### src/rtl/undo_log_writer.sv
// undo_log_writer
//   Takes the undo-log entries emitted by a task core ({old data, address}),
//   buffers them in a small FIFO and writes each one to the core's private
//   undo-log region as a 2-beat AXI write burst: beat 0 carries the address,
//   beat 1 the old data. Slot n of the region lives at log_base + n*8.
//   Keeps a per-task entry count and reports when everything has drained.
//
// Ports
//   ap_clk, ap_rst_n          clock, asynchronous active-low reset
//   undo_log_entry[_ap_vld/_ap_rdy]  entry ingress, accepted on vld & rdy
//   log_base                  byte base of the log region (stable until drained)
//   task_begin                one-cycle pulse: restart the log for a new task
//   drained                   nothing buffered, no burst in flight, no pending clear
//   log_count                 entries written or dropped since last clear (saturating)
//   overflow, resp_err        sticky flags since last clear
//   m_axi_l1_V_*              AXI write-address, write-data and write-response channels
module undo_log_writer #(
  parameter int UNDO_LOG_ADDR_WIDTH = 32,
  parameter int UNDO_LOG_DATA_WIDTH = 32,
  parameter int FIFO_DEPTH          = 4,
  parameter int MAX_ENTRIES         = 64
) (
  input  logic                                               ap_clk,
  input  logic                                               ap_rst_n,
  input  logic [UNDO_LOG_ADDR_WIDTH+UNDO_LOG_DATA_WIDTH-1:0] undo_log_entry,
  input  logic                                               undo_log_entry_ap_vld,
  output logic                                               undo_log_entry_ap_rdy,
  input  logic [31:0]                                        log_base,
  input  logic                                               task_begin,
  output logic                                               drained,
  output logic [7:0]                                         log_count,
  output logic                                               overflow,
  output logic                                               resp_err,
  output logic                                               m_axi_l1_V_AWVALID,
  input  logic                                               m_axi_l1_V_AWREADY,
  output logic [31:0]                                        m_axi_l1_V_AWADDR,
  output logic [7:0]                                         m_axi_l1_V_AWLEN,
  output logic [2:0]                                         m_axi_l1_V_AWSIZE,
  output logic                                               m_axi_l1_V_WVALID,
  input  logic                                               m_axi_l1_V_WREADY,
  output logic [31:0]                                        m_axi_l1_V_WDATA,
  output logic [3:0]                                         m_axi_l1_V_WSTRB,
  output logic                                               m_axi_l1_V_WLAST,
  input  logic                                               m_axi_l1_V_BVALID,
  output logic                                               m_axi_l1_V_BREADY,
  input  logic [1:0]                                         m_axi_l1_V_BRESP
);

  localparam int ENTRY_W = UNDO_LOG_ADDR_WIDTH + UNDO_LOG_DATA_WIDTH;
  localparam int PTR_W   = $clog2(FIFO_DEPTH);
  localparam int IDX_W   = $clog2(MAX_ENTRIES) + 1;
  localparam logic [IDX_W-1:0] MAX_IDX = IDX_W'(MAX_ENTRIES);
  localparam logic [PTR_W:0]   PTR_ONE = (PTR_W+1)'(1);
  localparam logic [IDX_W-1:0] IDX_ONE = IDX_W'(1);

  typedef enum logic [2:0] {S_IDLE, S_ADDR, S_DATA0, S_DATA1, S_RESP} state_t;

  state_t state_reg, state_next;

  // Entry buffer; pointers carry one extra wrap bit to tell full from empty.
  logic [ENTRY_W-1:0] fifo_mem [FIFO_DEPTH];
  logic [PTR_W:0]     wr_ptr_reg, rd_ptr_reg;
  // Write pointer captured at task_begin: entries before it belong to the
  // old task and must be written before the clear is applied.
  logic [PTR_W:0]     clear_ptr_reg;
  logic               pending_reg;
  logic [IDX_W-1:0]   index_reg;
  logic [7:0]         log_count_reg;
  logic               overflow_reg;
  logic               resp_err_reg;

  logic fifo_empty, fifo_full, push, pop;
  logic slot_free, clear_hit, drop, done;
  logic [ENTRY_W-1:0]             head;
  logic [UNDO_LOG_ADDR_WIDTH-1:0] head_addr;
  logic [UNDO_LOG_DATA_WIDTH-1:0] head_data;

  assign fifo_empty = (wr_ptr_reg == rd_ptr_reg);
  assign fifo_full  = (wr_ptr_reg[PTR_W] != rd_ptr_reg[PTR_W]) &&
                      (wr_ptr_reg[PTR_W-1:0] == rd_ptr_reg[PTR_W-1:0]);
  assign push       = undo_log_entry_ap_vld && !fifo_full;
  assign pop        = drop || done;
  assign slot_free  = (index_reg < MAX_IDX);

  // The head is held in the FIFO until its write response arrives.
  assign head      = fifo_mem[rd_ptr_reg[PTR_W-1:0]];
  assign head_addr = head[UNDO_LOG_ADDR_WIDTH-1:0];
  assign head_data = head[ENTRY_W-1:UNDO_LOG_ADDR_WIDTH];

  always_ff @(posedge ap_clk) begin
    if (push) fifo_mem[wr_ptr_reg[PTR_W-1:0]] <= undo_log_entry;
  end

  // State register
  always_ff @(posedge ap_clk or negedge ap_rst_n) begin
    if (!ap_rst_n) state_reg <= S_IDLE;
    else           state_reg <= state_next;
  end

  // Next-state logic and per-cycle strobes
  always_comb begin
    state_next = state_reg;
    clear_hit  = 1'b0;
    drop       = 1'b0;
    done       = 1'b0;
    case (state_reg)
      S_IDLE: begin
        // A deferred clear fires once every old-task entry has left; a fresh
        // task_begin with nothing buffered clears immediately.
        if (pending_reg) clear_hit = (rd_ptr_reg == clear_ptr_reg);
        else             clear_hit = task_begin && fifo_empty;
        if (!clear_hit) begin
          if (!fifo_empty) begin
            if (slot_free) state_next = S_ADDR;
            else           drop       = 1'b1;
          end else if (push && slot_free) begin
            // Start on the entry being written this cycle so the address
            // phase can begin the cycle right after the push.
            state_next = S_ADDR;
          end
        end
      end
      S_ADDR:  if (m_axi_l1_V_AWREADY) state_next = S_DATA0;
      S_DATA0: if (m_axi_l1_V_WREADY)  state_next = S_DATA1;
      S_DATA1: if (m_axi_l1_V_WREADY)  state_next = S_RESP;
      S_RESP: begin
        if (m_axi_l1_V_BVALID) begin
          done       = 1'b1;
          state_next = S_IDLE;
        end
      end
      default: state_next = S_IDLE;
    endcase
  end

  // Output logic
  always_comb begin
    m_axi_l1_V_AWVALID = 1'b0;
    m_axi_l1_V_WVALID  = 1'b0;
    m_axi_l1_V_WLAST   = 1'b0;
    m_axi_l1_V_WDATA   = 32'd0;
    m_axi_l1_V_BREADY  = 1'b0;
    case (state_reg)
      S_ADDR:  m_axi_l1_V_AWVALID = 1'b1;
      S_DATA0: begin
        m_axi_l1_V_WVALID = 1'b1;
        m_axi_l1_V_WDATA  = 32'(head_addr);
      end
      S_DATA1: begin
        m_axi_l1_V_WVALID = 1'b1;
        m_axi_l1_V_WLAST  = 1'b1;
        m_axi_l1_V_WDATA  = 32'(head_data);
      end
      S_RESP:  m_axi_l1_V_BREADY = 1'b1;
      default: ;
    endcase
  end

  assign m_axi_l1_V_AWADDR = log_base + 32'({index_reg, 3'b000});
  assign m_axi_l1_V_AWLEN  = 8'd1;
  assign m_axi_l1_V_AWSIZE = 3'b010;
  assign m_axi_l1_V_WSTRB  = 4'hF;

  // Pointers, log index, counters and sticky flags
  always_ff @(posedge ap_clk or negedge ap_rst_n) begin
    if (!ap_rst_n) begin
      wr_ptr_reg    <= '0;
      rd_ptr_reg    <= '0;
      clear_ptr_reg <= '0;
      pending_reg   <= 1'b0;
      index_reg     <= '0;
      log_count_reg <= 8'd0;
      overflow_reg  <= 1'b0;
      resp_err_reg  <= 1'b0;
    end else begin
      if (push) wr_ptr_reg <= wr_ptr_reg + PTR_ONE;
      if (pop)  rd_ptr_reg <= rd_ptr_reg + PTR_ONE;

      if (clear_hit) begin
        index_reg     <= '0;
        log_count_reg <= 8'd0;
        overflow_reg  <= 1'b0;
        resp_err_reg  <= 1'b0;
      end else begin
        if (done) begin
          index_reg <= index_reg + IDX_ONE;
          if (m_axi_l1_V_BRESP != 2'b00) resp_err_reg <= 1'b1;
        end
        if (drop) overflow_reg <= 1'b1;
        if (pop && (log_count_reg != 8'hFF)) log_count_reg <= log_count_reg + 8'd1;
      end

      if (clear_hit) pending_reg <= 1'b0;
      // A task_begin that cannot clear right now is remembered together with
      // the boundary between old-task and new-task entries.
      if (task_begin && !(clear_hit && fifo_empty)) begin
        pending_reg   <= 1'b1;
        clear_ptr_reg <= wr_ptr_reg;
      end
    end
  end

  assign undo_log_entry_ap_rdy = !fifo_full;
  assign drained   = fifo_empty && (state_reg == S_IDLE) && !pending_reg;
  assign log_count = log_count_reg;
  assign overflow  = overflow_reg;
  assign resp_err  = resp_err_reg;

endmodule

### config.mk
export PLATFORM = sky130hd
export DESIGN_NAME = undo_log_writer
export DESIGN_NICKNAME = d
export VERILOG_FILES = /design/src/rtl/undo_log_writer.sv
export SDC_FILE = /design/constraint.sdc
export NUM_CORES = 1
export LEC_CHECK = 0
export CAP_MARGIN = 0
export CELL_PAD_IN_SITES_DETAIL_PLACEMENT = 2
export CELL_PAD_IN_SITES_GLOBAL_PLACEMENT = 2
export CORE_ASPECT_RATIO = 1.1
export CORE_UTILIZATION = 39
export DETAILED_ROUTE_END_ITERATION = 16
export HOLD_SLACK_MARGIN = 0.1
export PLACE_DENSITY = 0.87
export SETUP_SLACK_MARGIN = 0.5
export SYNTH_ARGS = -nofsm -noshare
export SYNTH_HDL_FRONTEND = slang
export SYNTH_SLANG_ARGS = --single-unit
### constraint.sdc
create_clock -name ap_clk -period 3.9 [get_ports ap_clk]
set_clock_uncertainty 0.1 [all_clocks]
set_input_delay 0.39 -clock ap_clk [delete_from_list [all_inputs] [get_ports ap_clk]]
set_output_delay 0.39 -clock ap_clk [all_outputs]
set_load 0.05 [all_outputs]
### Word level (Yosys, flattened, before mapping)

Memory sizes are Yosys's and may differ from the RTL's.
Cells that the tools add are included.

| operators by class | value |
|---|---|
| $add $sub $neg | 5 |
| order comparisons | 1 |
| equality and inequality tests | 16 |
| multiplexer cells | 36 |
| reductions and logical operators | 23 |

Operators by type and width:

| cell | count |
|---|---|
| $pmux W32 S2 | 1 |
| $add A32 B10 Y32 | 1 |
| $mux W3 | 8 |
| $mux W1 | 22 |
| $mux W8 | 2 |
| $pmux W3 S5 | 1 |
| $mux W7 | 2 |
| $reduce_bool A2 Y1 | 6 |
| $ne A2 B2 Y1 const B | 5 |
| $logic_and A1 B1 Y1 | 9 |
| $add A8 B1 Y8 const B | 1 |
| $ne A8 B8 Y1 const B | 1 |
| $add A7 B1 Y7 const B | 1 |
| $lt A7 B7 Y1 const B | 1 |
| $reduce_and A7 Y1 | 1 |
| $add A3 B1 Y3 const B | 2 |
| $eq A3 B2 Y1 const B | 2 |
| $eq A3 B3 Y1 | 2 |
| $ne A3 B3 Y1 const B | 2 |
| $eq A3 B1 Y1 const B | 1 |
| $eq A3 B3 Y1 const B | 1 |
| $logic_not A1 Y1 | 3 |
| $logic_not A3 Y1 | 1 |
| $eq A2 B2 Y1 | 1 |
| 4 further kinds | 4 |

| word-level totals | value |
|---|---|
| register bits | 30 |
| RAM bits | 256 |
| input port bits | 105 |
| output and inout bits | 95 |
| word-level logic and storage cells | 91 |
| memories | 1 |

Memory list:

| name | words | width | read ports | clocked after Yosys merged registers in | wr ports | RTL line | source |
|---|---|---|---|---|---|---|---|
| fifo_mem | 4 | 64 | 1 | 0 | 1 | 61 | `logic [ENTRY_W-1:0] fifo_mem [FIFO_DEPTH];` |

### Longest topological paths before layout

| logic depth | value |
|---|---|
| depth in word-level cells | 10 |
| mapped depth | 8 |

### Worst setup path after synthesis

No wires, ideal clock.

| timing | value |
|---|---|
| path type | reg-to-reg |
| start point | register rd_ptr_reg[0] |
| end point | memory fifo_mem[3][0] (netlist bit) (enable) |
| library setup time | 0.430 ns |
| data arrival time | 2.818 ns |
| slack | 0.551 ns |
| stages on the path, launching flop included | 6 |
| clock period less this slack | 3.349 ns |
| path through | dfrtp_1 clkbuf_1 xor2_1 nor2_1 a21boi_1 and2_1 |

| on the way | value |
|---|---|
| cells in the longest elaborated chain, start to end | 6 |

Ends and longest elaborated chain:

| what | RTL line | source |
|---|---|---|
| start, declared | 62 | `logic [PTR_W:0] wr_ptr_reg, rd_ptr_reg;` |
| start signal, assigned | 177 | `if (pop) rd_ptr_reg <= rd_ptr_reg + PTR_ONE;` |
| $eq A2 B2 Y1 | 80 | `(wr_ptr_reg[PTR_W-1:0] == rd_ptr_reg[PTR_W-1:0]);` |
| $logic_and A1 B1 Y1 | 79 | `assign fifo_full = (wr_ptr_reg[PTR_W] != rd_ptr_reg[PTR_W]) &&` |
| $logic_not A1 Y1 | 81 | `assign push = undo_log_entry_ap_vld && !fifo_full;` |
| $logic_and A1 B1 Y1 | 81 |  |
| $mux W1 | 91 | `if (push) fifo_mem[wr_ptr_reg[PTR_W-1:0]] <= undo_log_entry;` |
| $mux W1 (not written as such) | 91 |  |
| end, declared | 61 |  |

Every way passes these cells.

### Worst setup path in the final report

| timing | value |
|---|---|
| start point | register state_reg[0] |
| end point | output port drained |

| on the way | value |
|---|---|
| cells in the longest elaborated chain, start to end | 3 |

Ends and longest elaborated chain:

| what | RTL line | source |
|---|---|---|
| start, declared | 58 | `state_t state_reg, state_next;` |
| start signal, assigned | 97 | `else state_reg <= state_next;` |
| $logic_not A3 Y1 | 204 | `assign drained = fifo_empty && (state_reg == S_IDLE) && !pending_reg;` |
| $logic_and A1 B1 Y1 (2 in series) | 204 |  |
| end, declared | 30 | `output logic drained,` |

Every way passes these cells.

==> flow_metrics.tcl <==
set metrics [dict create \
    status "finished, final reports clean" \
    async_reset_ff_share_pct 10.49 \
    irDropWorstVdd_mv 0.4932 \
    clkLatencyLatePin_ps 540 \
    ios 200 \
    start_util_pct 39.71 \
    reg2reg_from "rd_ptr_reg[1]" \
    seq_area_sq_mm 0.008448 \
    finalInstanceArea_sq_mm 0.01530 \
    reg2reg_slack_ps 760 \
    clock-sinks 286 \
    netlist_area_sq_mm 0.01212 \
    yosysSeqAreaShare_pct 69.64 \
    nets 1032 \
    multiInputGateArea_sq_mm 0.003470 \
    routed_wl_mm 32.17 \
    required_ps 3410 \
    postCtsHoldBufs 0 \
    p_leak_nw 5.434 \
    syn_inst 723 \
    die_x_um 170.1 \
    ant_nets 0 \
    vias 7039 \
    drv_cap 0 \
    yosys.area.top_type_share_pct 63.44 \
    cts_max_path_buffers 3 \
    ys.flop_type "edfxtp_1" \
    grt_start_max_net_pins 45 \
    ys_warn_count 0 \
    grt_pass1_vias 7914 \
    finalSetupTns_ps 0 \
    nFillCells 2806 \
    slew_violations 0 \
    first_pass_iters 4 \
    antenna_found_initial 3 \
    drt-initial-drc-count 383 \
    timing.rr.end "fifo_mem[2][19]" \
    critPathMaxFanout 20 \
    grt_pass1_wl_mm 49.11 \
    tritoncts "built" \
    cp.arrival_ps 2820 \
    crit_type "flip-flop to primary output" \
    grtUsageTotal_pct 20.76 \
    r2r_cells 5 \
    tightest_slew_ps 675.6 \
    via_per_inst 5.214 \
    yosys_register_bits 286 \
    endpoint_kind "primary output" \
    grt_overflow 0 \
    cts_root_buf "clkbuf_16" \
    syn_avg_cell_area_sq_um 16.76 \
    die_height_um 186.9 \
    synth_cell_types 58 \
    final_common_cell "edfxtp_1" \
    coreArea_sq_mm 0.03051 \
    drive_gt1_share_pct 17.99 \
    grt_setup_unrepaired "true" \
    port_buffers 178 \
    synth_area_leaders "edfxtp_1 (63%), mux4_2 (12%), dfrtp_1 (6.2%)" \
    slew_headroom_pct 54.87 \
    drt_drc_violations_left 0 \
    setup_viol 0 \
    hold_class "input port to async pin" \
    hold_viol_final 0 \
    dieArea_sq_mm 0.03178 \
    synth-edff-count 256 \
    finalCritPeriodShare_pct 84.77 \
    largest_reg_flops 256 \
    layout_min_cycle_time_ps 3306 \
    max_freq_mhz 302.5 \
    globalplace.congestion 0.7267 \
    routedWlPerCell_um 23.83 \
    row_count 67 \
    powerDensity_mw_per_mm2 727.3 \
    clk_pin_slew_ps 60 \
    detailedPlacementHpwl_mm 21.33 \
    cts_buffers 28 \
    synth_largest_area_cell "edfxtp_1" \
    cts_htree_levels 1 \
    placed_area_sq_mm 0.01439 \
    start_kind "flip-flop" \
    mostFrequentLayoutCells "edfxtp_1 (256), clkdlybuf4s50_1 (121), nand2_1 (87)" \
    area_growth_pct 26.29 \
]
-- report_power, final --
part           internal [mW]  switching (mW)  total, mW
logic                   1.52            2.66       4.18
clock network           1.41            1.11       2.52
registers               4.07           0.348       4.42
total                   7.01            4.12       11.1
-- how the worst max path moves through the flow --
stage / startpoint / end / slack (ps)
after floorplan: rd_ptr_reg[0] / fifo_mem[3][0] / 550
after global placement: log_base[3] / m_axi_l1_V_AWADDR[9] / 420
after detailed placement: log_base[3] / m_axi_l1_V_AWADDR[9] / 370
after CTS: rd_ptr_reg[0] / m_axi_l1_V_WDATA[4] / 360
after global routing: index_reg[0] / m_axi_l1_V_AWADDR[17] / 480
final: state_reg[0] / drained / 590
-- worst max-delay path, cell delays in order (launching register included) --
cell             delay [ps]
dfrtp_2                 430
buf_4                   240
nor3_1                  390
or4b_1                  520
nor2_1                  170
clkdlybuf4s15_1         520
-- synth_stat cells (2+ instances only) --
cell type  count
inv_1          8
and3_1         5
xor2_1        31
buf_4         18
nand2_1       87
nand3_1       11
nor2_1        21
buf_2          7
o31ai_1        2
mux4_2        64
nor3b_1        6
nor4b_1        2
nor2b_1        2
nor3_1         9
nand4_1        8
mux2i_1        3
nand2b_1       3
dfrtp_1       30
a21o_1         2
nor4_1         2
or3_1          3
and2_1         4
o21a_1         2
clkbuf_1      22
mux2_2         4
a21oi_1       42
conb_1         2
or4_1          2
buf_1          3
and4_1         3
o21ai_0        9
ha_1          14
xnor2_1       12
edfxtp_1     256
-- layout make-up --
class | instances | area share, %
multi-input cells | 389 | 22.67
inverters | 9 | 0.2371
clock inverters | 12 | 0.3434
diodes | 2 | 0.03271
well taps | 414 | 3.385
flip-flops and latches | 286 | 55.21
clock buffers | 40 | 5.208
repair buffers | 198 | 12.91
-- timing repair --
action / in CTS / in global routing
endpoints found under the setup margin: 47 / 11
resized for setup: 45 / 10
endpoints found under the hold margin: 0 / 0
buffers inserted: 1 / 2
pin swaps: 0 / 1
-- per-layer routing --
metal,GRT usage [%],up-vias,share of wire [%]
li1,-,3161,-
met1,25.14,3633,40
met2,37.69,196,53
met3,3.512,47,4.8
met4,5.925,2,2.2
met5,0,-,0.034
-- cells by family after synthesis --
kind of cell | after synthesis | share of synthesized area [%]
flip-flops | 286 | 69.64
AND/OR/NAND/NOR | 174 | 6.970
AO/OA/AOI/OAI | 71 | 3.501
multiplexers | 71 | 12.52
buffers and inverters | 61 | 2.592
XOR/XNOR | 43 | 3.108
adder cells (fa/ha/maj) | 15 | 1.611
other | 2 | 0.06198
-- per-stage QoR --
| stage | instances | power (mW) | setup slack (ps) | util, % | hold WS (ps) |
|---|---|---|---|---|---|
| 3_5_place_dp | 1293 | 8.808 | 373.5 | 47.17 | 408.7 |
| 5_1_grt | 1349 | 11.66 | 478.5 | 50.14 | 173.8 |
| 2_1_floorplan | 736 | 7.213 | 551.4 | - | -5.591 |
| 4_1_cts | 1346 | 11.30 | 356.4 | 50.02 | 147.9 |
| 3_3_place_gp | 1293 | 8.573 | 421.7 | 47.17 | 402.0 |
| 6_report | 1350 | 11.13 | 594.1 | 50.15 | 151.9 |
Note: power is estimated with default switching activity, not from simulation.
